**config.mk**
```make
export PLATFORM = sky130hd
export DESIGN_NAME = projectile_engine
export DESIGN_NICKNAME = d
export VERILOG_FILES = /design/src/rtl/projectile_pkg.sv /design/src/rtl/projectile_channel.sv /design/src/rtl/projectile_engine.sv
export SDC_FILE = /design/constraint.sdc
export NUM_CORES = 1
export LEC_CHECK = 0
export CORE_MARGIN = 2
export CORE_UTILIZATION = 40
export DETAILED_ROUTE_END_ITERATION = 10
export PLACE_DENSITY = 0.53
export SYNTH_ARGS = -nofsm -noshare
export SYNTH_HDL_FRONTEND = slang
export SYNTH_SLANG_ARGS = --single-unit
```
**constraint.sdc**
```tcl
create_clock -name clk -period 5.3 [get_ports clk]
set_input_delay 1.325 -clock clk [delete_from_list [all_inputs] [get_ports clk]]
set_output_delay 1.325 -clock clk [all_outputs]
set_load 0.01 [all_outputs]
```
**src/rtl/projectile_pkg.sv**
```systemverilog
// ============================================================================
// Module      : projectile_pkg
// Description : Shared types and constants for the multi-ball projectile engine.
// Revision    : 1.0 - initial release
// ============================================================================
`default_nettype none

package projectile_pkg;

  localparam int c_coord_w       = 10;
  localparam int c_vel_w         = 10;
  localparam int c_hold_w        = 8;
  localparam int c_pos_w         = c_coord_w + 2;
  localparam int c_bounce_min_vy = 4;

  typedef logic signed [c_pos_w-1:0] pos_t;
  typedef logic signed [c_vel_w-1:0] vel_t;
  typedef logic [c_hold_w-1:0]       hold_t;

  typedef enum logic [1:0] {
    ST_IDLE   = 2'd0,
    ST_FLIGHT = 2'd1,
    ST_LANDED = 2'd2
  } ball_state_e;

  typedef struct packed {
    ball_state_e state;
    pos_t        x;
    pos_t        y;
    vel_t        vx;
    vel_t        vy;
    hold_t       hold_cnt;
  } ball_t;

  // Index width for a ball channel; never narrower than one bit.
  function automatic int id_width(input int n);
    return (n > 1) ? $clog2(n) : 1;
  endfunction

endpackage

`default_nettype wire

```
**src/rtl/projectile_channel.sv**
```systemverilog
// ============================================================================
// Module      : projectile_channel
// Description : One ball: IDLE/FLIGHT/LANDED FSM, frame physics, pixel cover.
//               Optional bounce on ground contact under PROJECTILE_BOUNCE_EN.
// Revision    : 1.0 - initial release
// ============================================================================
`default_nettype none

module projectile_channel
  import projectile_pkg::*;
#(
  parameter int COORD_W     = c_coord_w,
  parameter int VEL_W       = c_vel_w,
  parameter int BALL_SIZE   = 8,
  parameter int START_X     = 40,
  parameter int START_Y     = 440,
  parameter int GROUND_Y    = 450,
  parameter int SCREEN_W    = 640,
  parameter int GRAVITY     = 1,
  parameter int HOLD_FRAMES = 60
) (
  input  logic               clk,
  input  logic               rst,
  input  logic               frame_tick,
  input  logic               alloc,
  input  logic [VEL_W-1:0]   launch_vx,
  input  logic [VEL_W-1:0]   launch_vy,
  input  logic [COORD_W-1:0] x_count,
  input  logic [COORD_W-1:0] y_count,
  output ball_state_e        ball_state,
  output pos_t               ball_x,
  output logic               covered,
  output logic               land_evt
);

  localparam pos_t  c_start_x   = pos_t'(START_X);
  localparam pos_t  c_start_y   = pos_t'(START_Y);
  localparam pos_t  c_ground_y  = pos_t'(GROUND_Y);
  localparam pos_t  c_screen_w  = pos_t'(SCREEN_W);
  localparam pos_t  c_ball_size = pos_t'(BALL_SIZE);
  localparam pos_t  c_rest_y    = pos_t'(GROUND_Y - BALL_SIZE);
  localparam vel_t  c_gravity   = vel_t'(GRAVITY);
  localparam hold_t c_hold_last = hold_t'(HOLD_FRAMES - 1);

  ball_t ball_q, ball_d;
  pos_t  nx, ny, px, py;
  vel_t  nvy;

`ifdef PROJECTILE_BOUNCE_EN
  localparam logic signed [c_vel_w:0] c_bounce_lim = (c_vel_w + 1)'(c_bounce_min_vy);

  logic signed [c_vel_w:0] vy_ext, vy_neg, vy_abs;

  // One extra bit so negating the most negative velocity cannot overflow.
  always_comb begin
    vy_ext = {ball_q.vy[c_vel_w-1], ball_q.vy};
    vy_neg = -vy_ext;
    vy_abs = vy_ext[c_vel_w] ? vy_neg : vy_ext;
  end
`endif

  always_comb begin
    ball_d   = ball_q;
    land_evt = 1'b0;
    nx       = ball_q.x + pos_t'(ball_q.vx);
    ny       = ball_q.y - pos_t'(ball_q.vy);
    nvy      = ball_q.vy - c_gravity;

    unique case (ball_q.state)
      ST_IDLE: begin
        if (alloc) begin
          ball_d.state    = ST_FLIGHT;
          ball_d.x        = c_start_x;
          ball_d.y        = c_start_y;
          ball_d.vx       = vel_t'(launch_vx);
          ball_d.vy       = vel_t'(launch_vy);
          ball_d.hold_cnt = '0;
        end
      end
      ST_FLIGHT: begin
        if (frame_tick) begin
          ball_d.x = nx;
          // Leaving the screen takes priority over touching the ground.
          if (nx[c_pos_w-1] || (nx >= c_screen_w)) begin
            ball_d.state = ST_IDLE;
          end else if ((ny + c_ball_size) >= c_ground_y) begin
            ball_d.y = c_rest_y;
`ifdef PROJECTILE_BOUNCE_EN
            if (vy_abs >= c_bounce_lim) begin
              ball_d.vy = vel_t'(vy_neg >>> 1);
            end else begin
              ball_d.state    = ST_LANDED;
              ball_d.vy       = nvy;
              ball_d.hold_cnt = '0;
              land_evt        = 1'b1;
            end
`else
            ball_d.state    = ST_LANDED;
            ball_d.vy       = nvy;
            ball_d.hold_cnt = '0;
            land_evt        = 1'b1;
`endif
          end else begin
            ball_d.y  = ny;
            ball_d.vy = nvy;
          end
        end
      end
      ST_LANDED: begin
        if (frame_tick) begin
          if (ball_q.hold_cnt == c_hold_last) begin
            ball_d.state    = ST_IDLE;
            ball_d.hold_cnt = '0;
          end else begin
            ball_d.hold_cnt = ball_q.hold_cnt + hold_t'(1);
          end
        end
      end
      default: ball_d.state = ST_IDLE;
    endcase
  end

  always_comb begin
    px      = pos_t'(x_count);
    py      = pos_t'(y_count);
    covered = (ball_q.state != ST_IDLE) &&
              (px >= ball_q.x) && (px < (ball_q.x + c_ball_size)) &&
              (py >= ball_q.y) && (py < (ball_q.y + c_ball_size));
  end

  always_ff @(posedge clk or negedge rst) begin
    if (!rst) begin
      ball_q <= '0;
    end else begin
      ball_q <= ball_d;
    end
  end

  assign ball_state = ball_q.state;
  assign ball_x     = ball_q.x;

endmodule

`default_nettype wire

```
**src/rtl/projectile_engine.sv**
```systemverilog
// ============================================================================
// Module      : projectile_engine
// Description : N-ball projectile engine: allocator, landing event serializer,
//               score counter and registered pixel mask. Macro: PROJECTILE_BOUNCE_EN.
// Revision    : 1.0 - initial release
// ============================================================================
`default_nettype none

module projectile_engine
  import projectile_pkg::*;
#(
  parameter int N_BALLS     = 4,
  parameter int COORD_W     = c_coord_w,
  parameter int VEL_W       = c_vel_w,
  parameter int BALL_SIZE   = 8,
  parameter int START_X     = 40,
  parameter int START_Y     = 440,
  parameter int GROUND_Y    = 450,
  parameter int SCREEN_W    = 640,
  parameter int GRAVITY     = 1,
  parameter int TARGET_LO   = 420,
  parameter int TARGET_HI   = 540,
  parameter int HOLD_FRAMES = 60
) (
  input  logic                           clk,
  input  logic                           rst,
  input  logic                           frame_tick,
  input  logic                           launch,
  input  logic [VEL_W-1:0]               launch_vx,
  input  logic [VEL_W-1:0]               launch_vy,
  input  logic [COORD_W-1:0]             x_count,
  input  logic [COORD_W-1:0]             y_count,
  output logic                           ball_pix,
  output logic [id_width(N_BALLS)-1:0]   ball_id,
  output logic [N_BALLS-1:0]             busy_mask,
  output logic                           launch_drop,
  output logic                           land_valid,
  output logic [id_width(N_BALLS)-1:0]   land_id,
  output logic [COORD_W-1:0]             land_x,
  output logic                           land_hit,
  output logic [7:0]                     score
);

  localparam int   c_id_w      = id_width(N_BALLS);
  localparam pos_t c_half      = pos_t'(BALL_SIZE / 2);
  localparam pos_t c_target_lo = pos_t'(TARGET_LO);
  localparam pos_t c_target_hi = pos_t'(TARGET_HI);

  ball_state_e        st [N_BALLS];
  pos_t               bx [N_BALLS];
  logic [N_BALLS-1:0] alloc, covered, land_evt;

  logic               ball_pix_q, ball_pix_d;
  logic [c_id_w-1:0]  ball_id_q, ball_id_d;
  logic [N_BALLS-1:0] busy_q, busy_d;
  logic               launch_drop_q, launch_drop_d;
  logic [N_BALLS-1:0] pend_q, pend_d;
  logic               land_valid_q, land_valid_d;
  logic [c_id_w-1:0]  land_id_q, land_id_d;
  logic [COORD_W-1:0] land_x_q, land_x_d;
  logic               land_hit_q, land_hit_d;
  logic [7:0]         score_q, score_d;

  for (genvar g = 0; g < N_BALLS; g++) begin : g_ch
    projectile_channel #(
      .COORD_W     (COORD_W),
      .VEL_W       (VEL_W),
      .BALL_SIZE   (BALL_SIZE),
      .START_X     (START_X),
      .START_Y     (START_Y),
      .GROUND_Y    (GROUND_Y),
      .SCREEN_W    (SCREEN_W),
      .GRAVITY     (GRAVITY),
      .HOLD_FRAMES (HOLD_FRAMES)
    ) u_ch (
      .clk        (clk),
      .rst        (rst),
      .frame_tick (frame_tick),
      .alloc      (alloc[g]),
      .launch_vx  (launch_vx),
      .launch_vy  (launch_vy),
      .x_count    (x_count),
      .y_count    (y_count),
      .ball_state (st[g]),
      .ball_x     (bx[g]),
      .covered    (covered[g]),
      .land_evt   (land_evt[g])
    );
  end

  // Launch goes to the lowest-index idle channel, or is dropped.
  always_comb begin
    logic found;
    found         = 1'b0;
    alloc         = '0;
    launch_drop_d = 1'b0;
    busy_d        = '0;
    for (int i = 0; i < N_BALLS; i++) begin
      busy_d[i] = (st[i] != ST_IDLE);
      if (!found && (st[i] == ST_IDLE)) begin
        found    = 1'b1;
        alloc[i] = launch;
      end
    end
    launch_drop_d = launch && !found;
  end

  // Descending scan so the lowest covering index wins.
  always_comb begin
    ball_pix_d = |covered;
    ball_id_d  = '0;
    for (int i = N_BALLS - 1; i >= 0; i--) begin
      if (covered[i]) begin
        ball_id_d = c_id_w'(i);
      end
    end
  end

  always_comb begin
    logic               got;
    logic [N_BALLS-1:0] served;
    pos_t               center;
    got          = 1'b0;
    served       = '0;
    center       = '0;
    land_valid_d = 1'b0;
    land_id_d    = '0;
    land_x_d     = '0;
    land_hit_d   = 1'b0;
    for (int i = 0; i < N_BALLS; i++) begin
      if (!got && pend_q[i]) begin
        got          = 1'b1;
        served[i]    = 1'b1;
        center       = bx[i] + c_half;
        land_valid_d = 1'b1;
        land_id_d    = c_id_w'(i);
        land_x_d     = bx[i][COORD_W-1:0];
        land_hit_d   = (center > c_target_lo) && (center < c_target_hi);
      end
    end
    pend_d  = (pend_q & ~served) | land_evt;
    score_d = score_q;
    if (land_valid_d && land_hit_d && (score_q != 8'hFF)) begin
      score_d = score_q + 8'd1;
    end
  end

  always_ff @(posedge clk or negedge rst) begin
    if (!rst) begin
      ball_pix_q    <= 1'b0;
      ball_id_q     <= '0;
      busy_q        <= '0;
      launch_drop_q <= 1'b0;
      pend_q        <= '0;
      land_valid_q  <= 1'b0;
      land_id_q     <= '0;
      land_x_q      <= '0;
      land_hit_q    <= 1'b0;
      score_q       <= '0;
    end else begin
      ball_pix_q    <= ball_pix_d;
      ball_id_q     <= ball_id_d;
      busy_q        <= busy_d;
      launch_drop_q <= launch_drop_d;
      pend_q        <= pend_d;
      land_valid_q  <= land_valid_d;
      land_id_q     <= land_id_d;
      land_x_q      <= land_x_d;
      land_hit_q    <= land_hit_d;
      score_q       <= score_d;
    end
  end

  assign ball_pix    = ball_pix_q;
  assign ball_id     = ball_id_q;
  assign busy_mask   = busy_q;
  assign launch_drop = launch_drop_q;
  assign land_valid  = land_valid_q;
  assign land_id     = land_id_q;
  assign land_x      = land_x_q;
  assign land_hit    = land_hit_q;
  assign score       = score_q;

endmodule

`default_nettype wire

```
# --- Yosys cells after proc, flatten, opt, wreduce, memory -nomap -nowiden ---
# Index checks and enable logic that the tools add are counted.
# W data, S select, Z words.
totals:
  regBits: 250
  word_cells: 334
classes:
  add_sub_neg: 33
  n_lt_le_gt_ge: 32
  n_eq_ne: 41
  muxes: 114
  bitwise: 3
  n_reduce_logical: 77
ops:
  columns: ["operator", "count"]
  rows:
  - ["$mux W54", 4]
  - ["$pmux W24 S2", 4]
  - ["$add A12 B5 Y12 const B", 12]
  - ["$mux W18", 8]
  - ["$mux W26", 4]
  - ["$ge A11 B12 Y1", 8]
  - ["$lt A11 B12 Y1", 8]
  - ["$mux W12", 8]
  - ["$mux W8", 12]
  - ["$pmux W8 S3", 4]
  - ["$pmux W10 S2", 4]
  - ["$add A12 B10 Y12", 4]
  - ["$add A12 B4 Y12 const B", 4]
  - ["$ge A12 B10 Y1 const B", 4]
  - ["$ge A12 B11 Y1 const B", 4]
  - ["$gt A12 B10 Y1 const B", 4]
  - ["$lt A12 B11 Y1 const B", 4]
  - ["$sub A12 B10 Y12", 4]
  - ["$mux W2", 22]
  - ["$add A8 B1 Y8 const B", 5]
  - ["$mux W10", 4]
  - ["$sub A10 B2 Y10 const B", 4]
  - ["$mux W1", 36]
  - ["$eq A8 B6 Y1 const B", 4]
  - ["other kinds (22)", 121]

# --- Longest topological paths before layout ---
depth:
  ltp_word: 13
  ltp_mapped: 17

# --- Cells and area by module ---
# Synthesis repeated with hierarchy kept, for this count alone.
hier_totals:
  hier_cells: 2507
  hier_area_um2: 22379.0
by_module_without_submodules:
  columns: ["module", "n_inst", "cells_per_inst", "area_per_inst_um2", "seq_area_each_um2"]
  rows:
  - ["projectile_channel (g_ch[0].u_ch ...)", 3, 581, 5167.5, 1351.3]
  - ["projectile_channel (g_ch[2].u_ch)", 1, 580, 5086.1, 1351.3]
  - ["projectile_engine", 1, 184, 1790.5, 850.8]

# --- Worst setup path after synthesis ---
# OpenSTA, ideal clock, no wires.
synth_path:
  path_kind: "reg2reg"
  start: "register g_ch[1].u_ch.ball_q[28] in the netlist's numbering"
  end: "register g_ch[1].u_ch.ball_q[0] in the netlist's numbering"
  setup_time_ps: 125
  t_arrival_ps: 3545
  required_time_ps: 5175
  slack_ps: 1629
  stages_incl_launch_ff: 17
  path_buffers: 1
  path_cell_list: "dfrtp_1 -> inv_1 -> ha_1 -> inv_1 -> fa_1 -> a21o_1 -> a21oi_1 -> xnor2_1 -> ha_1 -> nor3b_1 -> or4b_4 -> nor4b_2 -> a21oi_1 -> o211ai_2 -> a31o_2 -> buf_6 -> mux2_4"
synth_between:
  elab_chain_len: 5
synth_rtl:
  columns: ["element", "line", "source"]
  rows:
  - ["start: declaration", "projectile_channel.sv:45", "ball_t ball_q, ball_d;"]
  - ["start signal: assignment", "projectile_channel.sv:135", "ball_q <= ball_d;"]
  - ["$sub A12 B10 Y12", "projectile_channel.sv:66", "ny = ball_q.y - pos_t'(ball_q.vy);"]
  - ["$add A12 B5 Y12", "projectile_channel.sv:86", "end else if ((ny + c_ball_size) >= c_ground_y) begin"]
  - ["$ge A12 B10 Y1", "projectile_channel.sv:86", null]
  - ["$ne A2 B1 Y1 (no source line)", null, null]
  - ["$reduce_and A6 Y1 (no source line)", null, null]
# Every way passes these cells.
# A chain may end at the register's enable or synchronous reset.

# --- Worst setup path after layout ---
# Same ends and word-level chain as after synthesis.

==> results.py <==
metrics = {
    "placed_design": {
        "numPortBuffers": 73,
        "postPlaceCellArea_sq_um": 23200,
        "place.gp.congestion": 0.919,
        "hpwl_um": 52500,
    },
    "clocking": {
        "hold_buffers": 0,
        "clk_latency_ns": 0.57,
        "cts_buffers": 36,
        "tritoncts": "built",
        "post_cts_buffers": 0,
        "cts_buffer_depth": 3,
        "cts.sinks": 250,
        "path_clk_slew_ns": 0.05,
        "h-tree-depth": 2,
        "clockRootBuffer": "clkbuf_16",
        "ctsResizeCount": 0,
    },
    "route": {
        "route.detailed.drc": 0,
        "drt-pass1-iter-count": 5,
        "dr_total_vias": 19700,
        "initialDrtViolationCount": 1349,
        "via_per_inst": 5.92,
        "wl_per_cell_um": 20.5,
        "wl_um": 68400,
        "ant_nets": 0,
    },
    "global_route": {
        "grt_usage_pct": 24.2,
        "use_met1_pct": 33.7,
        "met2_usage_pct": 38.9,
        "grt_pass1_wl_um": 108000,
        "grt_max_degree": 92,
        "overflow": 0,
        "antenna_found_initial": 0,
        "grt_pass1_vias": 18900,
        "busiest_layer": "met2",
        "met3_usage_pct": 2.62,
    },
    "finish": {
        "syn2layout_area_growth_pct": 12.2,
        "drive_gt1_share_pct": 5.42,
        "antenna_cells": 0,
        "fin_nets": 2925,
        "fin_area_sq_um": 24400,
    },
    "timing": {
        "period_minus_slack_ns": 4.41,
        "fin_worst_skew_ns": 0.0360,
        "final-setup-viol-count": 0,
        "holdWs_ns": 0.479,
        "tns_ns": 0,
        "finalHoldViolations": 0,
        "rsz0062_at_grt": "false",
        "timing.final.crit_share_pct": 83.2,
        "fmax_mhz": 227,
        "tightestPinTransition_ns": 1.18,
        "report.final.slew_viol_count": 0,
        "max-slew-margin-rel_pct": 20.6,
    },
    "yosys": {
        "synth_ff_type": "dfrtp_1",
        "synth_top_cell_by_area": "dfrtp_1",
        "ys_top_cells_by_area": "dfrtp_1 29%, ha_1 15%, nand2_1 4.6%, o21ai_0 4.4%, xnor2_1 3.7%",
        "async_flop_share_pct": 100,
        "synth_cell_types": 98,
        "syn-cell-area_sq_um": 21800,
        "syn_inst": 2572,
        "syn_avg_cell_area_sq_um": 8.46,
        "netlist.area_leader.share_pct": 28.8,
        "synth.yosys.seq_area_share_pct": 28.8,
        "synth_edf_count": 0,
        "ys_seq_elements": 250,
        "syn_nets": 2884,
        "ys_warn_count": 0,
    },
    "worst_hold_path": {
        "hp-class": "flop to flop",
        "min_to": "g_ch[1].u_ch.ball_q[18]$_DFFE_PN0P_",
        "hold_start": "g_ch[1].u_ch.ball_q[18]$_DFFE_PN0P_",
        "holdPathStages": 2,
    },
    "setup_path": {
        "arrival_ns": 4.85,
        "cp_cell_sequence": "inv_1 > ha_1 > inv_1 > fa_1 > a21o_1 > a21oi_1 > xnor2_1 > ha_1 > nor3b_1 > or4b_4 > nor4b_2 > a21oi_1 > o211ai_2 > buf_4 > a31o_2 > mux2_4",
        "r2r_end": "g_ch[1].u_ch.ball_q[0]$_DFFE_PN0P_",
        "worstReg2RegStart": "g_ch[1].u_ch.ball_q[28]$_DFFE_PN0P_",
        "slowest_delay_ns": 0.53,
        "crit_slowest_cell": "or4b_4",
        "path_class": "flop to flop",
        "crit_path_end_kind": "flop",
        "crit_family": "simple AND/OR/NAND/NOR gates",
        "regToRegSetupSlack_ns": 0.89,
        "reg2reg_depth": 16,
        "required_ns": 5.74,
        "critPathBufInv": 3,
        "start_kind": "flop",
        "crit_fanout": 10,
    },
    "floorplan": {
        "dieArea_sq_um": 56300,
        "rows": 85,
        "fp.coreArea_sq_um": 53800,
        "die_h_um": 237,
        "start_util_pct": 40.4,
        "die_w_um": 237,
        "ios": 74,
    },
    "power": {
        "worst_ir_drop_vdd_mv": 0.340,
        "power.leakage_uw": 0.0107,
        "power_density_nw_per_um2": 624,
    },
    "status": {
        "outcome": "completed",
    },
    "flow_run": {
        "max_cap_violations": 0,
    },
}
[cell families after synthesis]
| logic type | count (synthesis) | synth area share (%) |
|---|---|---|
| muxes | 50 | 2.46 |
| and+or+nand+nor | 788 | 17.9 |
| adders and majority gates | 268 | 15.7 |
| xor gates and xnor gates | 135 | 5.44 |
| DFF | 250 | 28.8 |
| AOI/OAI and AO/OA | 780 | 24.4 |
| buffers and inverters | 301 | 5.37 |
[report_power, final]
group          internal [uW]  total, uW  leakage (uW)  switching, uW
sequential              2430       3120       0.00322            685
clock                   1560       2520      0.000596            954
combinational           3690       9610       0.00692           5920
[how the worst max path moves through the flow]
stage,start,cells after the start,endpoint
CTS,g_ch[2].u_ch.ball_q[28]$_DFFE_PN0P_,16,g_ch[2].u_ch.ball_q[2]$_DFFE_PN0P_
detailed placement,g_ch[2].u_ch.ball_q[28]$_DFFE_PN0P_,16,g_ch[2].u_ch.ball_q[5]$_DFFE_PN0P_
finish,g_ch[1].u_ch.ball_q[28]$_DFFE_PN0P_,16,g_ch[1].u_ch.ball_q[0]$_DFFE_PN0P_
global placement,g_ch[3].u_ch.ball_q[8]$_DFFE_PN0P_,13,g_ch[3].u_ch.ball_q[2]$_DFFE_PN0P_
global route,g_ch[2].u_ch.ball_q[28]$_DFFE_PN0P_,16,g_ch[2].u_ch.ball_q[4]$_DFFE_PN0P_
floorplan,g_ch[1].u_ch.ball_q[28]$_DFFE_PN0P_,16,g_ch[1].u_ch.ball_q[0]$_DFFE_PN0P_
[sequential cells by signal, indices dropped and copies added, names as in the netlist]
signal,flops
ball_id,2
ball_pix,1
busy_mask,4
g_ch.u_ch.ball_q,160
g_ch.u_ch.ball_state,8
g_ch.u_ch.ball_x,48
land_hit,1
land_id,2
land_valid,1
land_x,10
launch_drop,1
pend_q,4
score,8
[final cells by class]
cell class	instances	area [sq um]
fillers	5254	29400
inverters	209	785
clock inverters	13	164
flip-flops and latches	250	6260
clock buffers	50	1080
well taps	696	871
multi-input cells	2021	14300
repair buffers	95	916
[cells in the mapped netlist (all sizes together), types with 31 or more instances]
library cell  count
xnor2            92
o21ai           197
clkbuf           72
nor2            136
nand2           264
and3             41
a31oi            31
a22o             31
inv             207
nor3             64
a21oi           137
dfrtp           250
o21a             40
nand3            85
a21o             33
a22oi            39
xor2             43
ha              260
[worst reg2reg max path, stage by stage (launching register included)]
cell,delay (ns)
dfrtp_1,0.40
inv_1,0.08
ha_1,0.18
inv_1,0.06
fa_1,0.42
a21o_1,0.24
a21oi_1,0.18
xnor2_1,0.18
ha_1,0.21
nor3b_1,0.35
or4b_4,0.53
nor4b_2,0.22
a21oi_1,0.08
o211ai_2,0.26
buf_4,0.24
a31o_2,0.32
mux2_4,0.32
[routing by layer]
layer / wire length [um] / vias to the layer above / part of all wire (%)
li1: - / 9585 / -
met1: 32600 / 9632 / 48
met2: 31000 / 422 / 45
met3: 2650 / 96 / 3.9
met4: 2240 / 0 / 3.3
met5: 0 / - / 0
[through the flow]
step                utilization [%]  power (uW)  cells  setup slack [ns]
global placement               43.0       12400   3270             0.665
detailed placement             43.1       12600   3271             0.882
finish                         45.4       15200   3334             0.892
CTS                            45.4       15200   3334             0.889
global route                   45.4       16500   3334             0.435
floorplan                         -       10000   2572              1.63
[cells in the final DEF, fill, tap and decap left out, types with 27 or more instances in the layout]
cell type and instances:
o21ai_0 190, ha_1 260, nor4_1 29, o21a_1 40, clkbuf_16 38, clkdlybuf4s50_1 72
and3_1 41, o211ai_1 29, a22oi_1 39, nor2_1 135, xnor2_1 92, a31oi_1 31
xor2_1 43, nand4_1 30, o22ai_1 27, dfrtp_1 250, nor3_1 62, a21o_1 33
a22o_1 31, nand3_1 85, nand2_1 264, inv_1 207, a21oi_1 137
No activity file was read; power rests on OpenSTA's default activity.
